`src/rtl/alu_result_display.sv`:
```
// ---------------------------------------------------------------------------
// alu_result_display
//
// Purpose:
//   Takes the 6-bit unsigned result of the two-operand ALU, converts it to two
//   BCD digits with a sequential double-dabble engine (one iteration per
//   clock), and drives a time-multiplexed two-digit seven-segment display.
//   The BCD digits are also exported for other consumers.
//
// Ports:
//   clk       in   system clock, rising edge
//   rst_n     in   asynchronous active-low reset
//   result    in   [DATA_W-1:0] unsigned ALU result
//   valid     in   one-cycle strobe, result is stable this cycle
//   busy      out  conversion in progress; valid is ignored while high
//   done      out  one-cycle pulse, new BCD digits are on the outputs
//   bcd_tens  out  [3:0] tens digit (0..6)
//   bcd_ones  out  [3:0] ones digit (0..9)
//   seg       out  [6:0] segments {g,f,e,d,c,b,a}
//   an        out  [1:0] digit enables, an[0] = ones, an[1] = tens
// ---------------------------------------------------------------------------
module alu_result_display #(
    parameter int DATA_W         = 6,
    parameter int REFRESH_BITS   = 16,
    parameter bit SEG_ACTIVE_LOW = 1'b1
) (
    input  logic              clk,
    input  logic              rst_n,
    input  logic [DATA_W-1:0] result,
    input  logic              valid,
    output logic              busy,
    output logic              done,
    output logic [3:0]        bcd_tens,
    output logic [3:0]        bcd_ones,
    output logic [6:0]        seg,
    output logic [1:0]        an
);

    localparam logic S_IDLE = 1'b0;
    localparam logic S_CONV = 1'b1;

    // Shift register layout: {tens nibble, ones nibble, binary input}
    localparam int SR_W = 8 + DATA_W;

    localparam logic [6:0] SEG_POL = SEG_ACTIVE_LOW ? 7'h7F : 7'h00;
    localparam logic [1:0] AN_POL  = SEG_ACTIVE_LOW ? 2'b11 : 2'b00;

    localparam logic [2:0] LAST_ITER = 3'(DATA_W - 1);

    logic                    r_state;
    logic [SR_W-1:0]         r_shift;
    logic [2:0]              r_iter;
    logic                    r_done;
    logic [3:0]              r_tens;
    logic [3:0]              r_ones;
    logic [REFRESH_BITS-1:0] r_scan;
    logic [6:0]              r_seg;
    logic [1:0]              r_an;

    logic [SR_W-1:0]         w_adj;
    logic [SR_W-1:0]         w_shifted;
    logic                    w_tens_sel;
    logic [3:0]              w_digit;
    logic [6:0]              w_seg_ah;
    logic [1:0]              w_an_ah;

    function automatic logic [3:0] add3(input logic [3:0] nib);
        return (nib >= 4'd5) ? nib + 4'd3 : nib;
    endfunction

    // Active-high gfedcba glyphs for 0..9
    function automatic logic [6:0] glyph(input logic [3:0] d);
        case (d)
            4'd0:    return 7'h3F;
            4'd1:    return 7'h06;
            4'd2:    return 7'h5B;
            4'd3:    return 7'h4F;
            4'd4:    return 7'h66;
            4'd5:    return 7'h6D;
            4'd6:    return 7'h7D;
            4'd7:    return 7'h07;
            4'd8:    return 7'h7F;
            4'd9:    return 7'h6F;
            default: return 7'h00;
        endcase
    endfunction

    // One double-dabble step: correct both BCD nibbles, then shift left.
    always_comb begin
        w_adj                = r_shift;
        w_adj[SR_W-1 -: 4]   = add3(r_shift[SR_W-1 -: 4]);
        w_adj[SR_W-5 -: 4]   = add3(r_shift[SR_W-5 -: 4]);
        w_shifted            = {w_adj[SR_W-2:0], 1'b0};
    end

    always_ff @(posedge clk or negedge rst_n) begin
        if (!rst_n) begin
            r_state <= S_IDLE;
            r_shift <= '0;
            r_iter  <= '0;
            r_done  <= 1'b0;
            r_tens  <= 4'd0;
            r_ones  <= 4'd0;
        end else begin
            r_done <= 1'b0;
            if (r_state == S_IDLE) begin
                if (valid) begin
                    r_shift <= {8'd0, result};
                    r_iter  <= 3'd0;
                    r_state <= S_CONV;
                end
            end else begin
                r_shift <= w_shifted;
                r_iter  <= r_iter + 3'd1;
                // Digits are taken straight from the final step so the
                // outputs only ever see a completed conversion.
                if (r_iter == LAST_ITER) begin
                    r_tens  <= w_shifted[SR_W-1 -: 4];
                    r_ones  <= w_shifted[SR_W-5 -: 4];
                    r_done  <= 1'b1;
                    r_state <= S_IDLE;
                end
            end
        end
    end

    // Display: counter MSB picks the digit; tens is blanked when zero but its
    // enable stays asserted so the scan cadence is unchanged.
    always_comb begin
        w_tens_sel = r_scan[REFRESH_BITS-1];
        w_digit    = w_tens_sel ? r_tens : r_ones;
        w_seg_ah   = (w_tens_sel && (r_tens == 4'd0)) ? 7'h00 : glyph(w_digit);
        w_an_ah    = w_tens_sel ? 2'b10 : 2'b01;
    end

    always_ff @(posedge clk or negedge rst_n) begin
        if (!rst_n) begin
            r_scan <= '0;
            r_seg  <= glyph(4'd0) ^ SEG_POL;
            r_an   <= 2'b01 ^ AN_POL;
        end else begin
            r_scan <= r_scan + {{(REFRESH_BITS-1){1'b0}}, 1'b1};
            r_seg  <= w_seg_ah ^ SEG_POL;
            r_an   <= w_an_ah ^ AN_POL;
        end
    end

    assign busy     = (r_state == S_CONV);
    assign done     = r_done;
    assign bcd_tens = r_tens;
    assign bcd_ones = r_ones;
    assign seg      = r_seg;
    assign an       = r_an;

endmodule

```
`config.mk`:
```
export PLATFORM = sky130hd
export DESIGN_NAME = alu_result_display
export DESIGN_NICKNAME = d
export VERILOG_FILES = /design/src/rtl/alu_result_display.sv
export SDC_FILE = /design/constraint.sdc
export NUM_CORES = 1
export LEC_CHECK = 0
export BUFFER_PORTS_ARGS = -buffer_cell sky130_fd_sc_hd__buf_2
export CAP_MARGIN = 20
export CORE_ASPECT_RATIO = 1.1
export CORE_UTILIZATION = 40
export CTS_CLUSTER_SIZE = 40
export DETAILED_ROUTE_END_ITERATION = 10
export PLACE_DENSITY_LB_ADDON = 0.15
export SETUP_SLACK_MARGIN = 0.05
export SLEW_MARGIN = 0
export SYNTH_ARGS = -nofsm -noshare
export SYNTH_HDL_FRONTEND = slang
export SYNTH_SLANG_ARGS = --single-unit
```
`constraint.sdc`:
```
create_clock -name clk -period 4.5 [get_ports clk]
set_clock_uncertainty 0.15 [all_clocks]
set_input_delay 0.675 -clock clk [delete_from_list [all_inputs] [get_ports clk]]
set_output_delay 0.675 -clock clk [all_outputs]
set_load 0.02 [all_outputs]
```
==> results.sh <==
export IMPL_stdcell_area_sq_um=2730
export IMPL_path_clk_slew_ns=0.08
export IMPL_holdCritPathClass="in -> async"
export IMPL_report_final_setup_viol=0
export IMPL_drt_iter0_markers=88
export IMPL_cts_buffers=5
export IMPL_grt_first_pass_wirelength_microns=7040
export IMPL_worstReg2RegEnd="bcd_tens[2]"
export IMPL_cts_root_to_sink_buffers=2
export IMPL_crit_reg2reg_launch="busy"
export IMPL_utilization=0.466
export IMPL_syn_nets=236
export IMPL_cell_area_after_technology_mapping_sq_um=2440
export IMPL_postPlaceCellArea_sq_um=2650
export IMPL_routed_via_count=1561
export IMPL_wire_per_inst_microns=12.5
export IMPL_status="finished, final reports clean"
export IMPL_post_cts_repair_setup_buffers=0
export IMPL_antenna_found_initial=0
export IMPL_first_pass_iters=4
export IMPL_clock_insertion_delay_worst_skew_ns=0.30
export IMPL_placement_io_buffers=27
export IMPL_path_class="reg -> out"
export IMPL_yosysTopAreaCellShare=0.513
export IMPL_ys_dominant_reg_cell="dfrtp_1"
export IMPL_groute_usage_overall=0.140
export IMPL_holdBufCountCts=0
export IMPL_grt_setup_unrepaired="false"
export IMPL_cp_required_ns=3.67
export IMPL_cts_repair_resized=0
export IMPL_async_flop_share=1.00
export IMPL_antenna_cells=0
export IMPL_die_w_microns=76.5
export IMPL_timing_critical_path_fanout_max=29
export IMPL_non_filler_instance_count_after_layout=321
export IMPL_totalNegativeSetupSlack_ns=0
export IMPL_max_freq_ghz=0.416
export IMPL_critical_path_startpoint_type="flop"
export IMPL_timing_reg2reg_worst_path_depth=3
export IMPL_timing_critical_path_buf_inv=1
export IMPL_critical_path_top_delay_family="flip-flops"
export IMPL_synth_largest_area_cell="dfrtp_1"
export IMPL_synth_area_per_cell_sq_um=11.4
export IMPL_synth_seq_cells=52
export IMPL_cpPeakStageDelay_ns=0.97
export IMPL_place_detailed_hpwl_microns=2820
export IMPL_power_leakage_nw=1.34
export IMPL_overflow=0
export IMPL_final_max_slew_violation_count=0
export IMPL_synth_lib_cells_used_distinct=37
export IMPL_synth_area_leaders="dfrtp_1 (51%), mux2i_1 (6.6%), ha_1 (6.2%), xnor2_1 (3.9%), o21ai_0 (3.3%)"
export IMPL_placeableCoreArea_sq_um=5840
export IMPL_die_area_sq_um=6420
export IMPL_finalWirelength_microns=4020
export IMPL_count_of_mapped_cells_out_of_synthesis=215
export IMPL_die_outline_height_microns=83.9
export IMPL_syn2layout_area_growth_pct=11.6
export IMPL_synth_yosys_seq_area_share=0.534
export IMPL_grt_start_max_net_pins=45
export IMPL_cts_root_buffer="clkbuf_8"
export IMPL_max_slew_margin=0.373
export IMPL_critical_path_endpoint_type="output pin"
export IMPL_count_of_flip_flops_with_a_built_in_enable_after_synthesis=0
export IMPL_cell_with_the_largest_stage_delay_on_the_worst_path="dfrtp_1"
export IMPL_htree_num_levels=2
export IMPL_timing_critical_path_cells="buf_2"
export IMPL_drt_antenna_violating_nets=0
export IMPL_top_level_ports=28
export IMPL_synthesis_yosys_warnings=0
export IMPL_clock_sinks=52
export IMPL_start_util=0.418
export IMPL_route_detailed_drc=0
export IMPL_cp_arrival_ns=1.58
export IMPL_final_min_clock_period_ns=2.40
export IMPL_period_share=0.534
export IMPL_vias_per_cell=4.86
export IMPL_max_cap_violations=0
export IMPL_design_final_nets=265
export IMPL_vias_in_the_first_global_route=1525
export IMPL_cellPowerDensity_nw_per_um2=605
export IMPL_timing_reg2reg_setup_slack_ns=2.14
export IMPL_vdd_ir_drop_max_v=0.000313
export IMPL_hold_slack_ns=0.0488
export IMPL_timing_worst_slew_pin_value_ns=0.940
export IMPL_fraction_of_layout_instances_using_a_drive_strength_above_1=0.205
export IMPL_place_inst=314
export IMPL_hold_viol_final=0
export IMPL_row_count=29
export IMPL_tritoncts="done"
export IMPL_gpl_final_weighted_congestion=0.752
registers in the layout, summed over array words and instances, names as in the netlist:
register / cells
done: 1
seg: 7
r_shift: 14
r_scan: 16
busy: 1
bcd_ones: 4
bcd_tens: 4
r_iter: 3
an: 2
kinds of logic after synthesis:
| logic type | Yosys count | share of synthesized area |
|---|---|---|
| AO/OA/AOI/OAI | 34 | 0.0810 |
| XOR/XNOR | 17 | 0.0610 |
| adder cells (fa/ha/maj) | 12 | 0.0615 |
| buffers and inverters | 17 | 0.0313 |
| flip-flops | 52 | 0.534 |
| multiplexers | 23 | 0.0979 |
| AND/OR/NAND/NOR | 60 | 0.133 |
area by class of cell:
type                    count  area [sq um]
clock buffers               6          72.6
clock inverters             1          5.00
fillers                   575          3120
inverters                  11          43.8
multi-input cells         146          1060
flip-flops and latches     52          1300
well taps                  77          96.3
repair buffers             28           143
routing by layer:
layer  routed length [microns]  GRT usage  vias up
li1                          -          -      786
met1                      2000      0.190      742
met3                       137     0.0361        5
met4                        64     0.0577        0
met2                      1820      0.213       28
met5                         0          0        -
Yosys cell counts, types with 2 or more instances:
library cell	number
nand3_1	6
nor3b_1	3
a21oi_1	9
mux2i_1	16
buf_1	2
o31ai_1	2
a22o_1	2
nand4_1	2
a21o_1	2
xnor2_1	11
buf_2	2
mux2_2	7
inv_1	10
dfstp_2	2
nor2_1	11
nand2b_1	9
nor3_1	3
xor2_1	6
dfrtp_1	50
o21ai_0	16
ha_1	12
nand2_1	17
power by group:
group	leakage [nW]	internal, mW	switching (mW)
clock network	0.0410	0.106	0.144
logic	0.637	0.291	0.372
registers	0.661	0.608	0.127
cells in the final DEF, fill, tap and decap left out, drive strengths merged:
master | Yosys | layout
nor3 | 3 | 3
and4 | 1 | 1
and3 | 3 | 3
dfstp | 2 | 2
a21o | 2 | 2
nor3b | 3 | 3
clkinv | 0 | 1
nand4 | 2 | 2
nor2 | 12 | 12
buf | 5 | 28
xor2 | 6 | 6
a32oi | 1 | 1
xnor2 | 11 | 11
nand2b | 9 | 9
a21oi | 10 | 10
or4b | 1 | 1
ha | 12 | 12
mux2 | 7 | 7
mux2i | 16 | 16
and2 | 1 | 1
clkbuf | 1 | 6
o21ai | 16 | 16
dfrtp | 50 | 50
inv | 11 | 11
nand3 | 7 | 7
nor4 | 1 | 1
a211oi | 1 | 1
o31ai | 2 | 2
nand2 | 17 | 17
a22o | 2 | 2
metrics by stage:
stage	power, mW	setup WS (ns)
2_1_floorplan	1.23	2.82
3_3_place_gp	1.41	2.12
3_5_place_dp	1.42	2.09
4_1_cts	1.67	2.04
5_1_grt	1.79	1.78
6_report	1.65	2.10
worst max path at each step:
stage          depth (start not counted)        from  slack (ns)          end
3_5_place_dp                           3        busy        2.09  bcd_tens[2]
4_1_cts                                1        busy        2.04         busy
3_3_place_gp                           3        busy        2.12  bcd_tens[2]
6_report                               1        busy        2.10         busy
5_1_grt                                3        busy        1.78  bcd_tens[2]
2_1_floorplan                          7  r_scan[15]        2.82       seg[5]
(Power assumes the default switching activity.)
